===== config.mk =====
export PLATFORM = sky130hd
export DESIGN_NAME = mvm_row_accumulator
export DESIGN_NICKNAME = d
export VERILOG_FILES = /design/src/rtl/lstm_acc_pkg.sv /design/src/rtl/row_result_fifo.sv /design/src/rtl/mvm_row_accumulator.sv
export SDC_FILE = /design/constraint.sdc
export NUM_CORES = 1
export LEC_CHECK = 0
export ABC_AREA = 1
export CAP_MARGIN = 25
export CORE_AREA = 2 2 70 72
export DETAILED_ROUTE_END_ITERATION = 10
export DIE_AREA = 0 0 72 74
export GPL_TIMING_DRIVEN = 0
export PLACE_DENSITY = 0.85
export SETUP_SLACK_MARGIN = 0.02
export SLEW_MARGIN = 5
export SYNTH_ARGS = -nofsm -noshare
export SYNTH_HDL_FRONTEND = slang
export SYNTH_SLANG_ARGS = --single-unit

===== constraint.sdc =====
create_clock -name CLOCK_50 -period 5 [get_ports CLOCK_50]
set_clock_uncertainty 0.2 [all_clocks]
set_input_delay 1 -clock CLOCK_50 [delete_from_list [all_inputs] [get_ports CLOCK_50]]
set_output_delay 1 -clock CLOCK_50 [all_outputs]
set_load 0.05 [all_outputs]

===== src/rtl/lstm_acc_pkg.sv =====
// Shared types and saturating arithmetic for the LSTM row accumulator stage.
package lstm_acc_pkg;

   localparam int unsigned ELEM_W = 8;
   localparam int unsigned ROW_W  = 4;

   typedef logic [ELEM_W-1:0] elem_t;

   typedef enum logic {FIRST, ACCUM} acc_state_t;

   typedef struct packed {
      elem_t             data;
      logic [ROW_W-1:0]  row;
      logic              frame_last;
   } row_entry_t;

   // Bit ELEM_W of the result flags saturation; low bits are the clamped sum.
   function automatic logic [ELEM_W:0] sat_add(input elem_t a, input elem_t b);
      logic [ELEM_W:0] sum;
      sum = {1'b0, a} + {1'b0, b};
      return sum[ELEM_W] ? {1'b1, {ELEM_W{1'b1}}} : sum;
   endfunction

endpackage


===== src/rtl/row_result_fifo.sv =====
// Synchronous FIFO of tagged row results; head is read straight from the register array.
module row_result_fifo
   import lstm_acc_pkg::*;
#(
   parameter int unsigned DEPTH = 2
) (
   input  logic       CLOCK_50,
   input  logic       reset_n,
   input  logic       push,
   input  row_entry_t wdata,
   input  logic       pop,
   output row_entry_t rdata,
   output logic       full,
   output logic       empty
);

   localparam int unsigned PW = $clog2(DEPTH);
   localparam int unsigned CW = PW + 1;

   row_entry_t      mem [DEPTH];
   logic [PW-1:0]   wr_ptr;
   logic [PW-1:0]   rd_ptr;
   logic [CW-1:0]   count;
   logic            do_push;
   logic            do_pop;

   always_comb begin
      do_pop  = pop && !empty;
      do_push = push && (!full || do_pop);
   end

   always_ff @(posedge CLOCK_50) begin
      if (!reset_n) begin
         for (int i = 0; i < int'(DEPTH); i++) mem[i] <= '0;
         wr_ptr <= '0;
         rd_ptr <= '0;
         count  <= '0;
      end else begin
         if (do_push) begin
            mem[wr_ptr] <= wdata;
            wr_ptr      <= (wr_ptr == PW'(DEPTH - 1)) ? '0 : wr_ptr + 1'b1;
         end
         if (do_pop)
            rd_ptr <= (rd_ptr == PW'(DEPTH - 1)) ? '0 : rd_ptr + 1'b1;
         count <= count + CW'(do_push) - CW'(do_pop);
      end
   end

   assign rdata = mem[rd_ptr];
   assign full  = (count == CW'(DEPTH));
   assign empty = (count == '0);

endmodule


===== src/rtl/mvm_row_accumulator.sv =====
// Sums CHUNKS saturated MVM partials plus a row bias into one tagged, buffered row result.
module mvm_row_accumulator
   import lstm_acc_pkg::*;
#(
   parameter int unsigned N      = ELEM_W,
   parameter int unsigned CHUNKS = 4,
   parameter int unsigned ROWS   = 16,
   parameter int unsigned DEPTH  = 2
) (
   input  logic                    CLOCK_50,
   input  logic                    reset_n,
   input  logic                    in_valid,
   output logic                    in_ready,
   input  logic [N-1:0]            in_data,
   input  logic [N-1:0]            bias,
   output logic                    out_valid,
   input  logic                    out_ready,
   output logic [N-1:0]            out_data,
   output logic [$clog2(ROWS)-1:0] out_row,
   output logic                    out_frame_last,
   output logic                    sat_flag
);

   localparam int unsigned CW = (CHUNKS > 1) ? $clog2(CHUNKS) : 1;
   localparam int unsigned RW = $clog2(ROWS);

   acc_state_t    state, state_next;
   logic [CW-1:0] cnt, cnt_next;
   logic [RW-1:0] row, row_next;
   elem_t         acc, acc_next;
   logic          sat_next;
   logic          final_chunk;
   logic          pop;
   logic          accept;
   logic          push;
   logic          full;
   logic          empty;
   logic [N:0]    sum;
   row_entry_t    wentry;
   row_entry_t    rentry;

   always_ff @(posedge CLOCK_50) begin
      if (!reset_n) state <= FIRST;
      else          state <= state_next;
   end

   // Next-state, handshake and datapath update; in_ready never looks at in_valid.
   always_comb begin
      state_next  = state;
      cnt_next    = cnt;
      row_next    = row;
      acc_next    = acc;
      sat_next    = sat_flag;
      final_chunk = (CHUNKS == 1) ? (state == FIRST)
                                  : (state == ACCUM && cnt == CW'(CHUNKS - 1));
      pop         = !empty && out_ready;
      in_ready    = final_chunk ? (!full || pop) : 1'b1;
      accept      = in_valid && in_ready;
      push        = accept && final_chunk;
      sum         = sat_add((state == FIRST) ? bias : acc, in_data);
      wentry      = '{data: sum[N-1:0], row: row, frame_last: (row == RW'(ROWS - 1))};
      if (accept) begin
         sat_next = sat_flag | sum[N];
         if (push) begin
            state_next = FIRST;
            cnt_next   = '0;
            row_next   = (row == RW'(ROWS - 1)) ? '0 : row + 1'b1;
         end else if (state == FIRST) begin
            acc_next   = sum[N-1:0];
            cnt_next   = CW'(1);
            state_next = ACCUM;
         end else begin
            acc_next   = sum[N-1:0];
            cnt_next   = cnt + 1'b1;
         end
      end
   end

   always_ff @(posedge CLOCK_50) begin
      if (!reset_n) begin
         cnt      <= '0;
         row      <= '0;
         acc      <= '0;
         sat_flag <= 1'b0;
      end else begin
         cnt      <= cnt_next;
         row      <= row_next;
         acc      <= acc_next;
         sat_flag <= sat_next;
      end
   end

   row_result_fifo #(.DEPTH(DEPTH)) u_fifo (
      .CLOCK_50 (CLOCK_50),
      .reset_n  (reset_n),
      .push     (push),
      .wdata    (wentry),
      .pop      (pop),
      .rdata    (rentry),
      .full     (full),
      .empty    (empty)
   );

   assign out_valid      = !empty;
   assign out_data       = rentry.data;
   assign out_row        = rentry.row;
   assign out_frame_last = rentry.frame_last;

endmodule


# [Yosys cells after proc, flatten, opt, wreduce, memory -nomap -nowiden]
# Memory sizes are Yosys's and may differ from the RTL's. A register that Yosys moved wholly into a read port is not among the register bits.
# Index checks and enable logic that the tools add are counted.
[classes] mux=18 reduce_logical=14 bitwise=2 eq_ne=3 n_addsub=7
[op_table] cell="$mux 13" n=1
[op_table] cell="$reduce_or 13->1" n=1
[op_table] cell="$mux 1" n=12
[op_table] cell="$add 8x8->9" n=1
[op_table] cell="$mux 9" n=1
[op_table] cell="$mux 8" n=1
[op_table] cell="$logic_and 1x1->1" n=6
[op_table] cell="$add 4x1->4 const B" n=1
[op_table] cell="$eq 2x2->1 const B" n=2
[op_table] cell="$eq 4x4->1 const B" n=1
[op_table] cell="$mux 2" n=2
[op_table] cell="$mux 4" n=1
[op_table] cell="$reduce_and 2->1" n=2
[op_table] cell="$add 1x1->1 const B" n=2
[op_table] cell="$add 2x1->2" n=1
[op_table] cell="$add 2x1->2 const B" n=1
[op_table] cell="$logic_not 1->1" n=2
[op_table] cell="$logic_not 2->1" n=1
[op_table] cell="$logic_or 1x1->1" n=2
[op_table] cell="$sub 2x1->2" n=1
[op_table] cell="$not 1->1" n=1
[op_table] cell="$or 1x1->1" n=1
[word_totals] n_memories=1 ramBits=26 output_inout_bits=16 register_bits=20 elab_cells=53 in_bits=20
[mem_list] name="u_fifo.mem" words=2 width=13 rd=1 rd_ports_with_merged_regs=1 write_ports=2 line_no="row_result_fifo.sv:20" rtl="row_entry_t mem [DEPTH];"

# [Logic depth before layout (Yosys ltp)]
[depth] ltp_word=13 mapped_depth=11 mapped_depth_nobuf=11

# [Modules after synthesis]
# From an unflattened synthesis, not the netlist that was laid out.
[unflattened] cells_unflattened=292 hier_area_um2=2578.7
[by_module_without_submodules] mod="row_result_fifo" seq_area_each_um2=880.8 area_per_inst_um2=1392.6 cells_each=122 instances=1
[by_module_without_submodules] mod="mvm_row_accumulator" seq_area_each_um2=320.3 area_per_inst_um2=1186.1 cells_each=170 instances=1

# [Least setup slack after synthesis]
# Ideal clock, no wire load.
[synth_timing] path_type="input -> register" startpoint="input port bias[0]" endpoint="memory u_fifo.mem[1][8] (netlist bit), data pin" path_stages=11 slack_ps=2057 arrival_time_ps=2484 setup_time_ps=259 n_path_buf=0 required_time_ps=4541 cell_sequence="mux2_2 -> ha_1 -> fa_1 -> nand2_1 -> nand2_1 -> nand2_2 -> nor2_2 -> nor2_8 -> inv_2 -> nor2_2 -> nor2_1"
[synth_lines] element="from (decl)" line_no="mvm_row_accumulator.sv:15" rtl="input logic [N-1:0] bias,"
[synth_lines] element="to (decl)" line_no="row_result_fifo.sv:20"

# [Worst setup path after layout]
[layout_timing] startpoint="input port out_ready" endpoint="output port in_ready"
[layout_via] elab_chain_cells=3
[layout_lines] element="from (decl)" line_no="mvm_row_accumulator.sv:17" rtl="input logic out_ready,"
[layout_lines] element="$logic_and 1x1->1" line_no="mvm_row_accumulator.sv:56" rtl="pop = !empty && out_ready;"
[layout_lines] element="$logic_or 1x1->1" line_no="mvm_row_accumulator.sv:57" rtl="in_ready = final_chunk ? (!full || pop) : 1'b1;"
[layout_lines] element="$mux 1" line_no="mvm_row_accumulator.sv:57"
[layout_lines] element="to (decl)" line_no="mvm_row_accumulator.sv:13" rtl="output logic in_ready,"
# Every way passes these cells.

==> results_dict.tcl <==
set metrics [dict create \
    fin_crit_ps 3640 \
    grt_start_max_net_pins 15 \
    die-area_sq_um 5330 \
    rsz0062_at_grt "no" \
    synthCells 275 \
    status "finished clean" \
    start_util_pct 54.3 \
    synthDistinctLibCells 31 \
    synth_edf_count 26 \
    cp_data_arrival_time_ps 2440 \
    max-vdd-ir-drop_mv 0.160 \
    endpoint_kind "output pin" \
    die_y_microns 74 \
    htreeDepth 2 \
    grt_pass1_wl_microns 7900 \
    fp.dieW_microns 72 \
    drtIter0Drc 106 \
    drc_errors 0 \
    syn_area_sq_um 2500 \
    hold_class "reg -> reg" \
    multi_input_area_sq_um 1100 \
    nets 348 \
    worstPathCellList "clkdlybuf4s50_1, inv_1, nand3_1, clkdlybuf4s50_1" \
    seq_power_share_pct 45.1 \
    vias 1902 \
    final_cell_mix "nand2_1, inv_1, clkdlybuf4s50_1" \
    path_clk_slew_ps 80 \
    first_global_vias 1839 \
    wl_met3_microns 120 \
    crit_fanout 2 \
    cts_made_buffers 5 \
    path_buf_inv 3 \
    layout-drive-gt1-share_pct 15.5 \
    path_class "in -> out" \
    slew_violations 0 \
    crit_path_frequent_cell "clkdlybuf4s50_1" \
    muxShareOfSynthArea_pct 9.46 \
    worstPathRequired_ps 3800 \
    pwr_density_cell_nw_per_um2 325 \
    cts_hold_buf 0 \
    area_growth_pct 20.6 \
    max-slew-margin-rel_pct 60.6 \
    period_share_pct 72.8 \
    cts_buffer_depth 2 \
    dp_cells 363 \
    cp_slowest_cell "clkdlybuf4s50_1" \
    grt_usage_pct 19.1 \
    power_frac_comb_pct 27.5 \
    port_buffers 34 \
    dp_hpwl_microns 3590 \
    synth_top_family_by_area "simple AND/OR/NAND/NOR gates" \
    switching_share_pct 29.9 \
    p_leak_nw 1.36 \
    final_antenna_net_count 0 \
    antenna_found_initial 0 \
    crit_path_start_kind "input pin" \
    ctsResizeCount 0 \
    dpl-instance-area_sq_um 2910 \
    max_cap_viol_count 0 \
    wirelength_microns 4580 \
    postSynthAreaPerCell_sq_um 9.09 \
    top_layer_used "met4" \
    met1_length_microns 2050 \
    fill_cells 372 \
    power_uw 978 \
    hold_viol 0 \
    yosysSeqAreaShare_pct 48.1 \
    setup_slack_ps 1360 \
    pwr-share-clk_pct 27.4 \
    cts_tree "yes" \
    row_count 25 \
    viasPerCell 5.13 \
    worstMarginPinSlew_ps 589 \
    finalSetupTns_ps 0 \
    cp_top_family "buffers and inverters" \
    dr.pass1.iters 4 \
    io_pins 36 \
    max_stage_delay_ps 810 \
    seqCellArea_sq_um 1200 \
    stdcell_count 371 \
    place_ws_ps 1360 \
    synthFlopType "edfxtp_1" \
    post_synth_fa_ha_maj_area_fraction_pct 6.31 \
    final_common_cell "nand2_1" \
    synth-simple-area-share_pct 20.6 \
    antenna_cells 0 \
    p_int_uw 685 \
    syn-num-nets 307 \
    clk_latency_ps 290 \
    fin_area_sq_um 3010 \
    ys_ff_latch 47 \
    synth_compound_area_share_pct 6.06 \
    globalplace.congestion 0.842 \
    power_switching_uw 293 \
    setup_viol 0 \
    route.met2.wl_microns 2340 \
    grt_overflow 0 \
    postCtsSetupBuffers 0 \
    post_drt_wl_per_cell_microns 12.3 \
    synth_warnings 0 \
    synth-xor-area-share_pct 1.75 \
    core-area_sq_um 4600 \
    numClockSinks 47 \
    async_flop_share_pct 0 \
    max_clock_freq_ghz 0.275 \
    cts-root-buf "clkbuf_8" \
]
-- flip-flops by register name (all words and copies together) (netlist names), named ones only --
register and count:
u_fifo.rd_ptr 1, cnt 2, u_fifo.mem 26, sat_flag 1, u_fifo.count 2, row 4, state 1, u_fifo.wr_ptr 1
acc 8
-- through the flow --
stage                     hold slack, ps  utilization [%]
after floorplan                      226                -
after global placement               236             63.2
after detailed placement             252             63.2
after CTS                            265             65.5
after global routing                 313             65.5
final                                264             65.5
-- metal layers --
metal  vias to the layer above  global-route usage, %
met3                         7                   3.79
met5                         -                      0
met4                         0                   6.29
met2                        31                   34.7
met1                       891                   22.9
li1                        973                      -
-- synthesized netlist by cell type (3+ instances only) --
| cell type | number | area share, % |
|---|---|---|
| a21oi_1 | 10 | 2.0 |
| a31oi_1 | 3 | 0.75 |
| buf_2 | 4 | 0.80 |
| dfxtp_1 | 21 | 17 |
| edfxtp_1 | 26 | 31 |
| ha_1 | 11 | 5.5 |
| inv_1 | 40 | 6.0 |
| inv_2 | 3 | 0.45 |
| mux2_2 | 21 | 9.5 |
| nand2_1 | 49 | 7.4 |
| nand3_1 | 11 | 2.2 |
| nand3_2 | 4 | 1.6 |
| nor2_1 | 33 | 5.0 |
| nor2_2 | 4 | 1.0 |
| nor3_1 | 3 | 0.60 |
| o21ai_0 | 12 | 2.4 |
| xor2_1 | 3 | 1.1 |
-- worst paths after layout --
check                              startpoint                to  slack (ps)  cells after the start
worst min register to register  u_fifo.rd_ptr     u_fifo.rd_ptr         260                      1
worst max register to register          state  u_fifo.mem[1][9]        2290                     11
worst max-delay path                out_ready          in_ready        1360                      4
worst min-delay path            u_fifo.rd_ptr     u_fifo.rd_ptr         260                      1
-- kinds of logic after synthesis --
| group | after synthesis |
|---|---|
| flip-flops | 47 |
| adder cells (fa/ha/maj) | 12 |
| XOR/XNOR | 5 |
| AND/OR/NAND/NOR | 113 |
| multiplexers | 21 |
| buffers and inverters | 49 |
| AO/OA/AOI/OAI | 28 |
-- power groups by stage --
stage                     clock [mW]  combinational [mW]  sequential, mW
after detailed placement           0               0.270           0.451
final                          0.268               0.269           0.442
after global placement             0               0.265           0.449
after CTS                      0.271               0.271           0.442
after global routing           0.289               0.295           0.445
after floorplan                    0               0.198           0.449
-- cell type report --
cell class                 count  area share (%)
tap                           54            2.24
inverter                      43            5.36
sequential                    47            39.9
multi-input combinational    179            36.7
clock inverter                 1           0.997
timing repair buffer          34            11.3
buffer                         6            1.04
clock buffer                   7            2.53
Power figures use the tool's default switching activity.
